`src/rtl/flags_update_ctrl.sv`:
```
// Write-port controller for the architectural FLAGS register: arbitrates ALU updates,
// POPF/IRET loads and interrupt entry, and generates the post-STI interrupt shadow.
module flags_update_ctrl #(
    parameter logic [15:0] FLAGS_RESET = 16'h0002,
    parameter int unsigned SHADOW_LEN  = 2
) (
    input  logic        clk,
    input  logic        reset,
    input  logic [15:0] flags_cur,
    input  logic        alu_valid,
    input  logic [15:0] alu_flags,
    input  logic [8:0]  alu_update,
    output logic        alu_ready,
    input  logic        load_valid,
    input  logic [15:0] load_flags,
    output logic        load_ready,
    input  logic        int_req,
    output logic        int_ack,
    output logic [15:0] saved_flags,
    input  logic        instr_boundary,
    output logic        irq_inhibit,
    output logic [15:0] flags_in,
    output logic [8:0]  update_flags
);

    localparam int       CNT_W    = (SHADOW_LEN < 1) ? 1 : $clog2(SHADOW_LEN + 1);
    localparam int       EN_IF    = 6;
    localparam int       BIT_IF   = 9;
    localparam logic [8:0] UPD_TFIF = 9'h060;
    localparam logic [8:0] UPD_ALL  = 9'h1FF;

    typedef enum logic [1:0] {
        ST_IDLE,
        ST_SAVE,
        ST_CLEAR
    } state_t;

    state_t             state_reg;
    logic [15:0]        saved_reg;
    logic               int_ack_reg;
    logic               inhibit_reg;
    logic [CNT_W-1:0]   shadow_cnt_reg;
    logic [CNT_W-1:0]   shadow_cnt_next;
    logic               if_rise;

    // Only one source drives the Flags write port in any cycle; interrupt entry wins.
    always_comb begin
        load_ready   = 1'b0;
        alu_ready    = 1'b0;
        flags_in     = '0;
        update_flags = '0;
        if (state_reg == ST_CLEAR) begin
            update_flags = UPD_TFIF;
        end else if (state_reg == ST_IDLE && !reset && !int_req) begin
            load_ready = 1'b1;
            alu_ready  = !load_valid;
            if (load_valid) begin
                flags_in     = load_flags;
                update_flags = UPD_ALL;
            end else if (alu_valid) begin
                flags_in     = alu_flags;
                update_flags = alu_update;
            end
        end
    end

    assign if_rise = update_flags[EN_IF] & flags_in[BIT_IF] & ~flags_cur[BIT_IF];

    // A fresh IF 0->1 write takes precedence over a boundary in the same cycle.
    always_comb begin
        shadow_cnt_next = shadow_cnt_reg;
        if (state_reg == ST_SAVE) begin
            shadow_cnt_next = '0;
        end else if (if_rise) begin
            shadow_cnt_next = CNT_W'(SHADOW_LEN);
        end else if (instr_boundary && shadow_cnt_reg != '0) begin
            shadow_cnt_next = shadow_cnt_reg - CNT_W'(1);
        end
    end

    always_ff @(posedge clk or posedge reset) begin
        if (reset) begin
            state_reg      <= ST_IDLE;
            saved_reg      <= FLAGS_RESET;
            int_ack_reg    <= 1'b0;
            inhibit_reg    <= 1'b0;
            shadow_cnt_reg <= '0;
        end else begin
            int_ack_reg    <= 1'b0;
            shadow_cnt_reg <= shadow_cnt_next;
            inhibit_reg    <= (shadow_cnt_next != '0);
            case (state_reg)
                ST_IDLE: begin
                    if (int_req) begin
                        state_reg <= ST_SAVE;
                    end
                end
                ST_SAVE: begin
                    saved_reg   <= flags_cur;
                    int_ack_reg <= 1'b1;
                    state_reg   <= ST_CLEAR;
                end
                ST_CLEAR: begin
                    state_reg <= ST_IDLE;
                end
                default: begin
                    state_reg <= ST_IDLE;
                end
            endcase
        end
    end

    assign int_ack     = int_ack_reg;
    assign saved_flags = saved_reg;
    assign irq_inhibit = inhibit_reg;

endmodule

```
`config.mk`:
```
export PLATFORM = sky130hd
export DESIGN_NAME = flags_update_ctrl
export DESIGN_NICKNAME = d
export VERILOG_FILES = /design/src/rtl/flags_update_ctrl.sv
export SDC_FILE = /design/constraint.sdc
export NUM_CORES = 1
export LEC_CHECK = 0
export BUFFER_PORTS_ARGS = -buffer_cell sky130_fd_sc_hd__buf_2
export CORE_MARGIN = 2
export CORE_UTILIZATION = 37
export CTS_CLUSTER_SIZE = 8
export DETAILED_ROUTE_END_ITERATION = 8
export HOLD_SLACK_MARGIN = 0.08
export PLACE_DENSITY = 0.89
export RECOVER_POWER = 100
export SLEW_MARGIN = 20
export SYNTH_ARGS = -nofsm -noshare
export SYNTH_HDL_FRONTEND = slang
export SYNTH_SLANG_ARGS = --single-unit
```
`constraint.sdc`:
```
create_clock -name clk -period 1.7 [get_ports clk]
set_input_delay 0.17 -clock clk [delete_from_list [all_inputs] [get_ports clk]]
set_output_delay 0.17 -clock clk [all_outputs]
set_load 0.005 [all_outputs]
```
Yosys cells after proc, flatten, opt, wreduce, memory -nomap -nowiden
Cells that the tools add are included.
{"block": "totals", "output_inout_bits": 45, "ff_bits": 22, "elab_cells": 39}
{"block": "op_classes", "eq_ne": 3, "n_addsub": 1, "n_bitwise": 3, "muxes": 18, "n_reduce_logical": 9}
{"cell": "$mux W16", "n": 4}
{"cell": "$mux W9", "n": 4}
{"cell": "$mux W2", "n": 4}
{"cell": "$mux W1", "n": 5}
{"cell": "$pmux W2 S2", "n": 1}
{"cell": "$reduce_bool A2 Y1", "n": 2}
{"cell": "$logic_and A1 B1 Y1", "n": 3}
{"cell": "$logic_not A1 Y1", "n": 3}
{"cell": "$and A1 B1 Y1", "n": 2}
{"cell": "$eq A2 B1 Y1 const B", "n": 1}
{"cell": "$eq A2 B2 Y1 const B", "n": 1}
{"cell": "$logic_not A2 Y1", "n": 1}
{"cell": "$ne A2 B2 Y1 const B", "n": 1}
{"cell": "$sub A2 B1 Y2 const B", "n": 1}
{"cell": "$not A1 Y1", "n": 1}

Depth between registers and ports, before layout
{"block": "logic_depth", "ltp_word": 10, "mapped_depth": 5}

Least setup slack after synthesis
OpenSTA, ideal clock, no wires.
{"block": "synth_timing", "kind": "reg-to-output", "startpoint": "reg state_reg[0]", "endpoint": "out flags_in[10]", "path_buffers": 2, "arrival_time_ps": 1325, "setup_slack_ps": 205, "path_stages_with_launch": 5, "required_ps": 1530, "cell_sequence": "dfrtp_1 -> or4_1 -> buf_2 -> buf_2 -> nor2_1"}
{"block": "synth_via", "elab_chain_cells": 5, "elab_cells_between_ends": 6, "cone_classes": "eq/ne: 1; mux: 2; reduce/logical: 3"}
{"element": "from (decl)", "line": "38", "source": "state_t state_reg;"}
{"element": "from (signal assigned)", "line": "83", "source": "state_reg <= ST_IDLE;"}
{"element": "from (signal assigned)", "line": "95", "source": "state_reg <= ST_SAVE;"}
{"element": "from (signal assigned)", "line": "101", "source": "state_reg <= ST_CLEAR;"}
{"element": "$logic_not A2 Y1", "line": "54", "source": "end else if (state_reg == ST_IDLE && !reset && !int_req) begin"}
{"element": "$logic_and A1 B1 Y1 (2 in series)", "line": "54"}
{"element": "$mux W16", "line": "54"}
{"element": "$mux W16 *", "line": "52", "source": "if (state_reg == ST_CLEAR) begin"}
{"element": "to (decl)", "line": "22", "source": "output logic [15:0] flags_in,"}
Every way passes the cells marked *; elsewhere a longest branch is shown, timed or not.

Worst setup path in the final report
{"block": "layout_timing", "startpoint": "reg state_reg[0]", "endpoint": "out alu_ready"}
{"block": "layout_via", "elab_chain_cells": 5, "elab_cells_between_ends": 6, "cone_classes": "eq/ne: 1; mux: 2; reduce/logical: 3"}
{"element": "$logic_not A2 Y1", "line": "54"}
{"element": "$logic_and A1 B1 Y1 (2 in series)", "line": "54"}
{"element": "$mux W1", "line": "54"}
{"element": "$mux W1 *", "line": "52"}
{"element": "to (decl)", "line": "13", "source": "output logic alu_ready,"}
Marked as above.

==> metrics.json <==
{
  "worst_setup_path": {
    "crit_path_start": "state_reg[0]",
    "setup.worst_path.start_class": "flip-flop",
    "end_kind": "output pin",
    "worst-path-max-fanout": 6,
    "cpMaxStageDelayCell": "or4_4",
    "timing_worst_setup_path_type": "flip-flop to output pin",
    "critPathArrivalTime_ns": 1.71,
    "worst_r2r_startpoint": "state_reg[0]",
    "crit_chain": "or4_4 > buf_6 > nor3b_2 > buf_2",
    "cp_data_required_time_ns": 1.53,
    "critPathMaxStageDelay_ns": 0.56
  },
  "route": {
    "wl_per_cell_um": 14.0,
    "drt_pass1_iterations": 4,
    "routed_via_density": 4.96,
    "overall_routed_net_length_um": 4010,
    "drt_iter0_drc": 74,
    "vias": 1424,
    "postRouteAntennaNets": 0,
    "drc_viols": 0
  },
  "grt": {
    "grt_pass1_wl_um": 5780,
    "antenna_found_initial": 0,
    "grt_overflow_total": 0,
    "vias_in_the_first_global_route": 1300,
    "grt_max_degree": 22,
    "groute.usage.overall_pct": 21.0
  },
  "cells_and_area": {
    "final_util_pct": 66.1,
    "stdcell_area_um2": 2040,
    "drive_gt1_share_pct": 62.6,
    "num-nets-final": 308,
    "largest_register_ff_count": 16,
    "syn2layout_area_growth_pct": 69.1,
    "insertedDiodeCount": 0
  },
  "clocking": {
    "cts_inserted_buffers": 3,
    "clk_root_buffer_cell": "clkbuf_4",
    "cts-root-to-sink-buffers": 2,
    "clkSlewWorstSetupHoldPaths_ns": 0.11,
    "clock-sinks": 22,
    "ctsHtreeMaxLevel": 1,
    "cts_tree": "yes",
    "worst_skew_pair.late_latency_ns": 0.31
  },
  "pwr": {
    "leakage_nw": 1.07,
    "ir_drop_v": 0.000812,
    "post-layout-total-power_mw": 1.94,
    "power_density_nw_per_um2": 954
  },
  "timing": {
    "final_hold_viol_count": 0,
    "max-slew-margin-rel_pct": 29.9,
    "setup_slack_ns": -0.178,
    "rsz0062_at_grt": "yes",
    "worst-slew-pin-transition_ns": 1.05,
    "slew_viol_final": 0,
    "fin_skew_ns": 0.00530,
    "max_freq_mhz": 532,
    "setup-violations-final": 27,
    "layout_worst_path_cycle_share_pct": 110,
    "period_minus_slack_ns": 1.88
  },
  "die": {
    "placeableCoreArea_um2": 3080,
    "placementRows": 20,
    "start_util_pct": 39.1,
    "die_h_um": 61.0,
    "chipWidth_um": 61.0,
    "floorplan.io_pins": 108,
    "die-area_um2": 3730
  },
  "logic_synthesis": {
    "syn-mean-instance-area_um2": 9.79,
    "synth.top_cells.by_area": "dfrtp_1 (44%), mux2_2 (16%), a22oi_1 (8.7%)",
    "yosysWarnings": 0,
    "portion_of_the_post_synthesis_area_used_by_sequential_elements_pct": 45.8,
    "synth_largest_area_cell": "dfrtp_1",
    "synthDistinctLibCells": 24,
    "yosys_register_bits": 22,
    "syn_area_um2": 1200,
    "synth_top_area_share_pct": 43.7,
    "net_count_after_synthesis": 187,
    "post_synth_inst_count": 123
  },
  "status": {
    "violations_in_the_final_reports": "setup timing",
    "run_status": "complete, but fails checks"
  },
  "worst_hold_path": {
    "worst_hold_path_type": "input port to flip-flop",
    "hold_start": "flags_cur[8]"
  },
  "placement": {
    "final_estimated_routing_congestion_in_global_placement": 0.848,
    "post-place-ws_ns": 0.0479,
    "area_after_dpl_um2": 1810,
    "port_buffers": 107,
    "place_hpwl_um": 2850
  },
  "run": {
    "cap_violations": 0
  }
}
## final timing paths
kind | end | slack [ns] | depth (start not counted)
worst max register to register | shadow_cnt_reg[1] | 0.04 | 5
min in group asynchronous | state_reg[0] | 0.26 | 3
max in group asynchronous | saved_flags[9] | 0.29 | 4
worst min-delay path | saved_flags[8] | 0.1 | 2
worst max-delay path | alu_ready | -0.18 | 4
worst min register to register | saved_flags[3] | 0.51 | 1
## cell type report
type / instances / area (um^2)
multi-input combinational: 86 / 652
timing repair buffer: 126 / 706
clock inverter: 1 / 30.0
sequential: 22 / 552
clock buffer: 3 / 22.5
inverter: 5 / 18.8
fill: 248 / 1040
tap: 44 / 55.1
## synthesized netlist by cell type
master,n
dfrtp_1,21
nor2_1,21
mux2_2,17
a22oi_1,14
a21oi_1,11
buf_2,5
inv_1,5
clkbuf_1,4
nor2b_1,4
a21o_1,2
nand2_1,2
nand3b_1,2
nor3b_1,2
o21ai_0,2
o22ai_1,2
a211oi_1,1
buf_1,1
dfstp_2,1
ha_1,1
nand2b_1,1
nand4b_1,1
o31ai_1,1
or4_1,1
xnor2_1,1
## worst max-delay path: cells and delay by family, from the launching register on
| family | cells | cell delay [ns] |
|---|---|---|
| AND/OR/NAND/NOR | 2 | 0.70 |
| buffers and inverters | 2 | 0.30 |
| flip-flops | 1 | 0.41 |
## cells by family after synthesis
group,Yosys count,synth area share (%)
simple gates,34,13.6
flops,22,45.8
fa+ha+maj,1,1.04
compound gates,33,17.7
xor+xnor,1,0.728
buf+inv,15,5.20
mux,17,15.9
## report_power, final
part           internal [mW]  leakage, nW  switching (mW)
Combinational          0.429        0.778           0.332
Clock                  0.238       0.0279           0.153
Sequential             0.699        0.261          0.0915
Total                   1.37         1.07           0.576
## placed cells by master, fill, tap and decap left out, types with 2 or more instances in the layout
| cell | Yosys | routed |
|---|---|---|
| nor2_1 | 21 | 13 |
| dfrtp_1 | 21 | 21 |
| clkbuf_1 | 4 | 2 |
| nor2_2 | 0 | 4 |
| buf_4 | 0 | 8 |
| a21oi_1 | 11 | 10 |
| mux2_2 | 17 | 17 |
| dlygate4sd3_1 | 0 | 7 |
| inv_1 | 5 | 5 |
| buf_6 | 0 | 2 |
| nand3b_1 | 2 | 2 |
| a21o_1 | 2 | 2 |
| nor2b_1 | 4 | 4 |
| nand2_1 | 2 | 2 |
| a22oi_1 | 14 | 14 |
| clkbuf_4 | 0 | 3 |
| nor2_4 | 0 | 4 |
| buf_2 | 5 | 106 |
## metal layers
layer | vias to the layer above | part of all wire (%) | global-route usage (%)
li1 | 680 | - | -
met1 | 678 | 37 | 24.2
met2 | 54 | 54 | 36.0
met3 | 12 | 7.1 | 6.51
met4 | 0 | 2.3 | 9.01
met5 | - | 0 | 0
## repair_timing
item,in CTS,in global routing
setup buffers,2,2
endpoints found under the setup margin,27,27
resized for setup,6,16
pin swaps,9,0
hold endpoints to repair,24,3
hold buffers,4,3
## stage by stage
step	TNS (ns)	instances	hold slack (ns)
floorplan	0	123	0.158
global placement	0	272	0.0257
detailed placement	0	272	0.0273
CTS	-2.59	282	0.0843
global route	-5.42	287	0.0804
finish	-3.31	287	0.0951
Power figures use the tool's default switching activity.
